**src/rtl/axil_reg_bridge.sv**
```systemverilog
// AXI4-Lite slave to simple word-register port bridge.
// Independent write and read FSMs, one outstanding transaction each.
module axil_reg_bridge #(
    parameter int unsigned AXI_ADDR_WIDTH = 32,
    parameter int unsigned AXI_DATA_WIDTH = 32,
    parameter int unsigned NUM_REGS       = 16
) (
    input  logic                        clk,
    input  logic                        rstn,
    input  logic [AXI_ADDR_WIDTH-1:0]   s_axil_awaddr,
    input  logic                        s_axil_awvalid,
    output logic                        s_axil_awready,
    input  logic [AXI_DATA_WIDTH-1:0]   s_axil_wdata,
    input  logic [AXI_DATA_WIDTH/8-1:0] s_axil_wstrb,
    input  logic                        s_axil_wvalid,
    output logic                        s_axil_wready,
    output logic [1:0]                  s_axil_bresp,
    output logic                        s_axil_bvalid,
    input  logic                        s_axil_bready,
    input  logic [AXI_ADDR_WIDTH-1:0]   s_axil_araddr,
    input  logic                        s_axil_arvalid,
    output logic                        s_axil_arready,
    output logic [AXI_DATA_WIDTH-1:0]   s_axil_rdata,
    output logic [1:0]                  s_axil_rresp,
    output logic                        s_axil_rvalid,
    input  logic                        s_axil_rready,
    output logic                        reg_wr_en,
    output logic [AXI_ADDR_WIDTH-1:0]   reg_wr_addr,
    output logic [AXI_DATA_WIDTH-1:0]   reg_wr_data,
    output logic                        reg_rd_en,
    output logic [AXI_ADDR_WIDTH-1:0]   reg_rd_addr,
    input  logic [AXI_DATA_WIDTH-1:0]   reg_rd_data
);

    localparam int unsigned STRB_W = AXI_DATA_WIDTH / 8;
    localparam logic [AXI_ADDR_WIDTH-1:0] LIMIT = AXI_ADDR_WIDTH'(NUM_REGS);
    localparam logic [1:0] RESP_OKAY   = 2'b00;
    localparam logic [1:0] RESP_SLVERR = 2'b10;

    typedef enum logic [1:0] {W_COLLECT, W_STROBE, W_RESP} wstate_t;
    typedef enum logic [1:0] {R_IDLE, R_ISSUE, R_CAPTURE, R_RESP} rstate_t;

    // ---------------- write path ----------------
    wstate_t                   r_wstate, w_wstate_nxt;
    logic                      r_aw_full, r_w_full;
    logic [AXI_ADDR_WIDTH-1:0] r_aw_idx;
    logic [AXI_DATA_WIDTH-1:0] r_wdata;
    logic [STRB_W-1:0]         r_wstrb;
    logic                      r_awready, r_wready, r_bvalid, r_wr_en;
    logic [1:0]                r_bresp;
    logic [AXI_ADDR_WIDTH-1:0] r_wr_addr;
    logic [AXI_DATA_WIDTH-1:0] r_wr_data;

    logic                      w_aw_hs, w_w_hs, w_b_hs, w_wr_ok;
    logic                      w_aw_full_nxt, w_w_full_nxt;
    logic [AXI_ADDR_WIDTH-1:0] w_aw_idx_in, w_aw_idx_cur;
    logic [AXI_DATA_WIDTH-1:0] w_wdata_cur;
    logic [STRB_W-1:0]         w_wstrb_cur;
    logic                      w_awready_nxt, w_wready_nxt, w_bvalid_nxt, w_wr_en_nxt;
    logic [1:0]                w_bresp_nxt;
    logic [AXI_ADDR_WIDTH-1:0] w_wr_addr_nxt;
    logic [AXI_DATA_WIDTH-1:0] w_wr_data_nxt;

    // Handshakes and the "buffer or live channel" view used on the collect edge
    assign w_aw_hs       = s_axil_awvalid & r_awready;
    assign w_w_hs        = s_axil_wvalid & r_wready;
    assign w_b_hs        = r_bvalid & s_axil_bready;
    assign w_aw_idx_in   = s_axil_awaddr >> 2;
    assign w_aw_idx_cur  = r_aw_full ? r_aw_idx : w_aw_idx_in;
    assign w_wdata_cur   = r_w_full ? r_wdata : s_axil_wdata;
    assign w_wstrb_cur   = r_w_full ? r_wstrb : s_axil_wstrb;
    assign w_wr_ok       = (w_aw_idx_cur < LIMIT) && (&w_wstrb_cur);
    assign w_aw_full_nxt = w_b_hs ? 1'b0 : (r_aw_full | w_aw_hs);
    assign w_w_full_nxt  = w_b_hs ? 1'b0 : (r_w_full | w_w_hs);

    // Write FSM state and registered outputs
    always_ff @(posedge clk or negedge rstn) begin
        if (!rstn) begin
            r_wstate  <= W_COLLECT;
            r_awready <= 1'b0;
            r_wready  <= 1'b0;
            r_bvalid  <= 1'b0;
            r_bresp   <= RESP_OKAY;
            r_wr_en   <= 1'b0;
            r_wr_addr <= '0;
            r_wr_data <= '0;
        end else begin
            r_wstate  <= w_wstate_nxt;
            r_awready <= w_awready_nxt;
            r_wready  <= w_wready_nxt;
            r_bvalid  <= w_bvalid_nxt;
            r_bresp   <= w_bresp_nxt;
            r_wr_en   <= w_wr_en_nxt;
            r_wr_addr <= w_wr_addr_nxt;
            r_wr_data <= w_wr_data_nxt;
        end
    end

    // Write FSM next state: strobe as soon as both channels are (or become) held
    always_comb begin
        w_wstate_nxt = r_wstate;
        case (r_wstate)
            W_COLLECT: if ((r_aw_full | w_aw_hs) && (r_w_full | w_w_hs)) w_wstate_nxt = W_STROBE;
            W_STROBE:  w_wstate_nxt = W_RESP;
            W_RESP:    if (s_axil_bready) w_wstate_nxt = W_COLLECT;
            default:   w_wstate_nxt = W_COLLECT;
        endcase
    end

    // Write output decode, evaluated one edge ahead so outputs are registered
    always_comb begin
        w_awready_nxt = (w_wstate_nxt == W_COLLECT) && !w_aw_full_nxt;
        w_wready_nxt  = (w_wstate_nxt == W_COLLECT) && !w_w_full_nxt;
        w_bvalid_nxt  = (w_wstate_nxt == W_RESP);
        w_wr_en_nxt   = 1'b0;
        w_bresp_nxt   = r_bresp;
        w_wr_addr_nxt = r_wr_addr;
        w_wr_data_nxt = r_wr_data;
        if ((r_wstate == W_COLLECT) && (w_wstate_nxt == W_STROBE)) begin
            w_wr_en_nxt = w_wr_ok;
            w_bresp_nxt = w_wr_ok ? RESP_OKAY : RESP_SLVERR;
            if (w_wr_ok) begin
                w_wr_addr_nxt = w_aw_idx_cur;
                w_wr_data_nxt = w_wdata_cur;
            end
        end
    end

    // AW/W holding buffers, emptied by the B handshake
    always_ff @(posedge clk or negedge rstn) begin
        if (!rstn) begin
            r_aw_full <= 1'b0;
            r_w_full  <= 1'b0;
            r_aw_idx  <= '0;
            r_wdata   <= '0;
            r_wstrb   <= '0;
        end else begin
            r_aw_full <= w_aw_full_nxt;
            r_w_full  <= w_w_full_nxt;
            if (w_aw_hs) r_aw_idx <= w_aw_idx_in;
            if (w_w_hs) begin
                r_wdata <= s_axil_wdata;
                r_wstrb <= s_axil_wstrb;
            end
        end
    end

    // ---------------- read path ----------------
    rstate_t                   r_rstate, w_rstate_nxt;
    logic                      r_ar_oor;
    logic                      r_arready, r_rvalid, r_rd_en;
    logic [1:0]                r_rresp;
    logic [AXI_DATA_WIDTH-1:0] r_rdata;
    logic [AXI_ADDR_WIDTH-1:0] r_rd_addr;

    logic                      w_ar_hs, w_ar_oor_in;
    logic [AXI_ADDR_WIDTH-1:0] w_ar_idx_in;
    logic                      w_arready_nxt, w_rvalid_nxt, w_rd_en_nxt;
    logic [1:0]                w_rresp_nxt;
    logic [AXI_DATA_WIDTH-1:0] w_rdata_nxt;
    logic [AXI_ADDR_WIDTH-1:0] w_rd_addr_nxt;

    assign w_ar_hs     = s_axil_arvalid & r_arready;
    assign w_ar_idx_in = s_axil_araddr >> 2;
    assign w_ar_oor_in = (w_ar_idx_in >= LIMIT);

    // Read FSM state, OOR flag and registered outputs
    always_ff @(posedge clk or negedge rstn) begin
        if (!rstn) begin
            r_rstate  <= R_IDLE;
            r_ar_oor  <= 1'b0;
            r_arready <= 1'b0;
            r_rvalid  <= 1'b0;
            r_rresp   <= RESP_OKAY;
            r_rdata   <= '0;
            r_rd_en   <= 1'b0;
            r_rd_addr <= '0;
        end else begin
            r_rstate  <= w_rstate_nxt;
            if (w_ar_hs) r_ar_oor <= w_ar_oor_in;
            r_arready <= w_arready_nxt;
            r_rvalid  <= w_rvalid_nxt;
            r_rresp   <= w_rresp_nxt;
            r_rdata   <= w_rdata_nxt;
            r_rd_en   <= w_rd_en_nxt;
            r_rd_addr <= w_rd_addr_nxt;
        end
    end

    // Read FSM next state: fixed issue/capture pipeline, then wait for rready
    always_comb begin
        w_rstate_nxt = r_rstate;
        case (r_rstate)
            R_IDLE:    if (w_ar_hs) w_rstate_nxt = R_ISSUE;
            R_ISSUE:   w_rstate_nxt = R_CAPTURE;
            R_CAPTURE: w_rstate_nxt = R_RESP;
            R_RESP:    if (s_axil_rready) w_rstate_nxt = R_IDLE;
            default:   w_rstate_nxt = R_IDLE;
        endcase
    end

    // Read output decode; reg_rd_data is sampled while in R_CAPTURE
    always_comb begin
        w_arready_nxt = (w_rstate_nxt == R_IDLE);
        w_rvalid_nxt  = (w_rstate_nxt == R_RESP);
        w_rd_en_nxt   = (r_rstate == R_IDLE) && w_ar_hs && !w_ar_oor_in;
        w_rd_addr_nxt = w_rd_en_nxt ? w_ar_idx_in : r_rd_addr;
        w_rdata_nxt   = r_rdata;
        w_rresp_nxt   = r_rresp;
        if (r_rstate == R_CAPTURE) begin
            w_rdata_nxt = r_ar_oor ? '0 : reg_rd_data;
            w_rresp_nxt = r_ar_oor ? RESP_SLVERR : RESP_OKAY;
        end
    end

    assign s_axil_awready = r_awready;
    assign s_axil_wready  = r_wready;
    assign s_axil_bvalid  = r_bvalid;
    assign s_axil_bresp   = r_bresp;
    assign s_axil_arready = r_arready;
    assign s_axil_rvalid  = r_rvalid;
    assign s_axil_rresp   = r_rresp;
    assign s_axil_rdata   = r_rdata;
    assign reg_wr_en      = r_wr_en;
    assign reg_wr_addr    = r_wr_addr;
    assign reg_wr_data    = r_wr_data;
    assign reg_rd_en      = r_rd_en;
    assign reg_rd_addr    = r_rd_addr;

endmodule

```
**config.mk**
```make
export PLATFORM = sky130hd
export DESIGN_NAME = axil_reg_bridge
export DESIGN_NICKNAME = d
export VERILOG_FILES = /design/src/rtl/axil_reg_bridge.sv
export SDC_FILE = /design/constraint.sdc
export NUM_CORES = 1
export LEC_CHECK = 0
export CORE_ASPECT_RATIO = 1.75
export CORE_MARGIN = 2
export CORE_UTILIZATION = 40
export CTS_BUF_LIST = sky130_fd_sc_hd__clkbuf_16
export DETAILED_ROUTE_END_ITERATION = 7
export PLACE_DENSITY_LB_ADDON = 0.05
export SYNTH_ARGS = -nofsm -noshare
export SYNTH_HDL_FRONTEND = slang
export SYNTH_SLANG_ARGS = --single-unit
```
**constraint.sdc**
```tcl
create_clock -name clk -period 2.2 [get_ports clk]
set_input_delay 0.22 -clock clk [delete_from_list [all_inputs] [get_ports clk]]
set_output_delay 0.22 -clock clk [all_outputs]
set_load 0.05 [all_outputs]
```
======== After elaboration in Yosys (flattened, before gate mapping) ========
Index checks and enable logic that the tools add are counted.
word-level totals
  register bits after elaboration ......... 210
  input bits .............................. 139
  output and inout bits ................... 139
  logic and storage cells ................. 68
cells by class
  order comparisons ....................... 2
  equality and inequality tests ........... 8
  multiplexer cells ....................... 15
  bitwise operators ....................... 6
  reductions and logical operators ........ 16
operators by type and width
  kind                 count
  $mux 32              2
  $ge 30x5->1 const B  1
  $lt 30x5->1 const B  1
  $mux 30              1
  $mux 2               6
  $eq 2x2->1 const B   5
  $logic_not 2->1      4
  $pmux 2 s4           1
  $logic_and 1x1->1    7
  $eq 2x1->1 const B   3
  $pmux 2 s3           1
  $and 1x1->1          4
  $mux 4               1
  $reduce_and 4->1     1
  $logic_not 1->1      3
  $mux 1               3
  $or 1x1->1           2
  $reduce_and 2->1     1

======== Longest topological paths before layout ========
  depth after elaboration ................. 8
  depth in mapped cells ................... 7
  mapped depth without buffers ............ 5

======== Worst setup path after synthesis ========
OpenSTA, ideal clock, no wires.
  path kind ............................... reg2reg
  from .................................... register r_wready, in the netlist s_axil_wready
  to ...................................... register r_wr_addr[3], in the netlist reg_wr_addr[3]
  library setup time ...................... 0.128 ns
  arrival time ............................ 2.222 ns
  data required time ...................... 2.072 ns
  slack ................................... -0.150 ns
  stages on the path, launching flop included .. 7
  buffers on the path ..................... 1
  clock period less this slack ............ 2.350 ns
  cell sequence ........................... dfrtp_1 nand2_1 or3_1 a21oi_1 nand4_2 buf_2 mux2_1
between the ends
  word-level cells in the longest chain between the ends .. 8
RTL lines
  element                            line  text
  start, declared                    49    logic r_awready, r_wready, r_bvalid, r_wr_en;
  start signal, assigned             90    r_wready <= w_wready_nxt;
  $and 1x1->1                        66    assign w_w_hs = s_axil_wvalid & r_wready;
  $or 1x1->1                         103   W_COLLECT: if ((r_aw_full | w_aw_hs) && (r_w_full | w_w_hs)) w_wstate_nxt = W_STROBE;
  $logic_and 1x1->1                  103
  $mux 2                             103
  $pmux 2 s3                         102   case (r_wstate)
  $eq 2x1->1                         119   if ((r_wstate == W_COLLECT) && (w_wstate_nxt == W_STROBE)) begin
  $logic_and 1x1->1                  119
  $reduce_and 2->1 (no source line)  -
  end signal, assigned               94    r_wr_addr <= w_wr_addr_nxt;
  end, declared                      51    logic [AXI_ADDR_WIDTH-1:0] r_wr_addr;
Every way passes these cells.
A chain may end at the register's enable or synchronous reset.

======== Worst setup path in the final report ========
  from .................................... register r_aw_full
  to ...................................... register r_wr_data[11], in the netlist reg_wr_data[11]
between the ends
  word-level cells in the longest chain between the ends .. 7
  elaborated cells between the ends (all ways) .. 10
  those cells by class .................... order compare (1); eq/ne (1); mux (3); bitwise (1); reduce/logical (4)
RTL lines
  element                                              line  text
  start, declared                                      45    logic r_aw_full, r_w_full;
  start signal, assigned                               138   r_aw_full <= w_aw_full_nxt;
  branches (longest 6 deep; another with $lt 30x5->1)  -
  $reduce_and 2->1 (no source line) *                  -
  end signal, assigned                                 95    r_wr_data <= w_wr_data_nxt;
  end, declared                                        52    logic [AXI_DATA_WIDTH-1:0] r_wr_data;
Mark *: on every way between the ends.

==> run_results.csv <==
group,metric,value,unit
clock_tree,cts_max_level,1,
logic_synthesis,netlist_area,0.008144,mm2
logic_synthesis,synth-main-ff-cell,"dfrtp_1",
floorplan,die-width,111.9,um
timing,clock_skew,0.008299,ns
route,drc_errors,0,
finish,drive_gt1_share,19.49,%
floorplan,rows,69,
placed_design,routabilityCongestion,0.7808,
worst_setup_path,slowest_delay,0.53,ns
timing,whs,0.2870,ns
placed_design,place_ws,-0.3860,ns
worst_setup_path,critPathMaxFanout,12,
route,first_pass_iters,4,
logic_synthesis,syn_inst,603,
outcome,status,"complete, but fails checks",
logic_synthesis,syn_area_per_cell,13.51,um2
timing,hold_viol_final,0,
power,p_leak,5.344,nW
route,wl_met1,7.179,mm
timing,worst_slack,-0.1079,ns
worst_setup_path,regToRegSetupSlack,-0.11,ns
global_routing,grt_max_degree,58,
outcome,violations,"setup timing",
worst_hold_path,hold_class,"input pin to async pin",
placed_design,port_buffers,267,
clock_tree,postCtsSetupBuffers,0,
timing,slew_viol_final,0,
floorplan,io_pins,278,
timing,worst_pin_slew,0.8112,ns
route,initialDrtViolationCount,252,
flow_run,drv_cap,0,
worst_setup_path,r2r-start,"r_aw_full",
placed_design,dp.cells,1108,
timing,max_freq,433.3,MHz
clock_tree,clockBufferDepth,3,
finish,nNetsFinal,1023,
clock_tree,cts_made_buffers,21,
floorplan,start_util,40.49,%
clock_tree,cts.clk_slew.worst_paths,0.06,ns
floorplan,die_h,192.8,um
worst_setup_path,cp.arrival,2.67,ns
clock_tree,insertion_delay,0.49,ns
worst_setup_path,critPathSlowestCell,"or4_4",
route,antenna_left,0,
worst_setup_path,critPathBufInv,2,
route,viasPerCell,4.904,
logic_synthesis,postSynth.asyncResetShare,100.0,%
timing,fin_crit_sh,104.9,%
route,post_drt_wl_per_cell,17.73,um
power,max-vdd-ir-drop,0.7195,mV
global_routing,grt_overflow,0,
finish,seq_area,0.005157,mm2
route,wl,20.32,mm
route,wl_met2,10.89,mm
finish,antenna_cells,0,
clock_tree,cts_tree,"yes",
clock_tree,root_buffer,"clkbuf_16",
global_routing,grt_pass1_vias,6351,
route,route.met3.wl,1.758,mm
finish,fill_cells,1701,
floorplan,dieArea,0.02156,mm2
logic_synthesis,synth_seq_cells,206,
worst_setup_path,cp-end-kind,"flop",
clock_tree,cts_sinks,206,
route,route.vias.total,5620,
placed_design,hpwl,15.09,mm
power,powerDensity,1068,mW/mm2
logic_synthesis,yosys_warnings,0,
timing,rsz0062_at_grt,"true",
worst_setup_path,crit_chain,"or4_4, o22a_1, nor4_2, buf_4, nand4_4, buf_4, mux2_1",
timing,setup_viol,45,
timing,finalCriticalPeriod,2.308,ns
worst_setup_path,rr_worst_depth,7,
global_routing,grt_pass1_wl,32.47,mm
timing,relSlewSlack,45.92,%
worst_setup_path,required,2.56,ns
finish,syn_to_final_growth,45.86,%
worst_setup_path,path_delay_family,"simple AND/OR/NAND/NOR gates",
finish,fin_cells,1146,
global_routing,track_usage,18.73,%
route,top_layer,"met4",
worst_setup_path,startpoint_type,"flop",
worst_setup_path,path_class,"flop to flop",
worst_setup_path,rr_endpoint,"reg_wr_data[11]",
finish,multiInputGateArea,0.002868,mm2
logic_synthesis,ys_types,34,
global_routing,antenna_found_initial,0,
floorplan,coreArea,0.02012,mm2
logic_synthesis,seq_area_frac_synth,63.30,%
logic_synthesis,synth_edf_count,0,
worst_setup_path,timing.critical_path.mode_cell,"buf_4",
worst reg2reg max path, stage by stage (launching register included):
cell,delay (ns)
dfrtp_1,0.39
or4_4,0.53
o22a_1,0.20
nor4_2,0.19
buf_4,0.17
nand4_4,0.12
buf_4,0.23
mux2_1,0.34
state kept, by name, indices dropped and copies added, names as in the netlist, 2 cells and up:
register,flops
r_wstate,2
reg_wr_addr,30
reg_wr_data,32
reg_rd_addr,30
r_wdata,32
r_wstrb,4
r_aw_idx,30
r_rstate,2
s_axil_rdata,32
layer usage:
metal,up-vias,global-route usage [%]
met4,0,5.508
li1,2610,-
met1,2790,19.88
met5,-,0
met3,26,6.407
met2,194,34.92
how the worst max path moves through the flow:
stage	from	end	slack [ns]	cells after the start
floorplan	s_axil_wready	reg_wr_addr[3]	0.04	6
global placement	s_axil_awaddr[21]	reg_wr_data[12]	-0.38	8
detailed placement	s_axil_awaddr[21]	reg_wr_data[11]	-0.39	8
CTS	r_aw_full	reg_wr_data[11]	-0.16	7
global route	r_aw_full	reg_wr_data[9]	-0.25	7
finish	r_aw_full	reg_wr_data[11]	-0.11	7
report_power, final:
group | switching [W] | internal, W
combinational | 0.00215 | 0.00197
clock | 0.00141 | 0.00186
sequential | 0.000572 | 0.00474
total | 0.00413 | 0.00856
metrics by stage:
step	total power (W)	setup TNS (ns)	instance area [um2]	utilization, %
detailed placement	0.009536	-20.16	11220	55.80
CTS	0.01287	-5.637	11880	59.03
global placement	0.009335	-20.82	11220	55.80
finish	0.01269	-3.684	11880	59.05
floorplan	0.008063	0	8164	-
global route	0.01342	-10.76	11880	59.05
layout by cell type (no fill, tap or decap), types with 2 or more instances in the layout:
cell             Yosys  final
dfrtp_2              0      2
and2_1              26     26
clkbuf_16            0     21
buf_12               0      5
clkdlybuf4s50_1      0    266
mux2_4               0      3
dfrtp_1            206    204
clkinv_1             0      2
clkinv_2             0      4
nand4_1              4      4
clkinvlp_4           0      2
nand3_1              4      4
nor3_1               3      3
inv_1                2      8
nand2b_1            33     32
nor4_1              12     12
o21ai_0             33     33
conb_1               1      6
o21a_1               2      2
mux2_1              32     29
nor2_1              10     10
buf_4                6     16
a21oi_1              7      7
nor2b_1             26     26
nand2_1             39     38
mux2_2             113    113
timing repair:
action,in CTS,in global routing
endpoints found under the setup margin,45,64
hold buffers,1,0
gates resized for setup,3,1
hold endpoints to repair,51,0
cloned,0,0
area by class of cell:
| class | count | share of cell area [%] |
|---|---|---|
| Clock buffer | 21 | 4.424 |
| Clock inverter | 16 | 0.8742 |
| Inverter | 2 | 0.06320 |
| Multi-Input combinational cell | 364 | 24.14 |
| Sequential cell | 206 | 43.42 |
| Tap cell | 248 | 2.612 |
| Timing Repair Buffer | 289 | 24.47 |
synthesized netlist by cell type (2+ instances only):
library cell | instances | area (um2)
clkbuf_1 | 24 | 90.09
inv_1 | 2 | 7.510
buf_4 | 6 | 45.04
nand4_1 | 4 | 25.02
o21ai_0 | 33 | 165.2
nor4_1 | 12 | 75.07
mux2_2 | 113 | 1272
nand2_1 | 39 | 146.4
nand2b_1 | 33 | 206.5
buf_1 | 3 | 11.26
a21oi_1 | 7 | 35.03
dfrtp_1 | 206 | 5155
nor2b_1 | 26 | 162.7
and2_1 | 26 | 162.7
nor2_1 | 10 | 37.54
mux2_1 | 32 | 360.4
or4_1 | 2 | 15.01
nor3_1 | 3 | 15.01
buf_2 | 3 | 15.01
nand3_1 | 4 | 20.02
o21a_1 | 2 | 15.01
logic make-up (layout without fill, tap and decap cells):
group | after synthesis | in the layout | synth area share [%]
compound gates | 46 | 46 | 3.027
buf+inv | 38 | 328 | 2.074
flops | 206 | 206 | 63.30
mux | 145 | 145 | 20.05
other cells | 1 | 6 | 0.04605
simple gates | 167 | 167 | 11.51
Note: power is estimated with default switching activity, not from simulation.
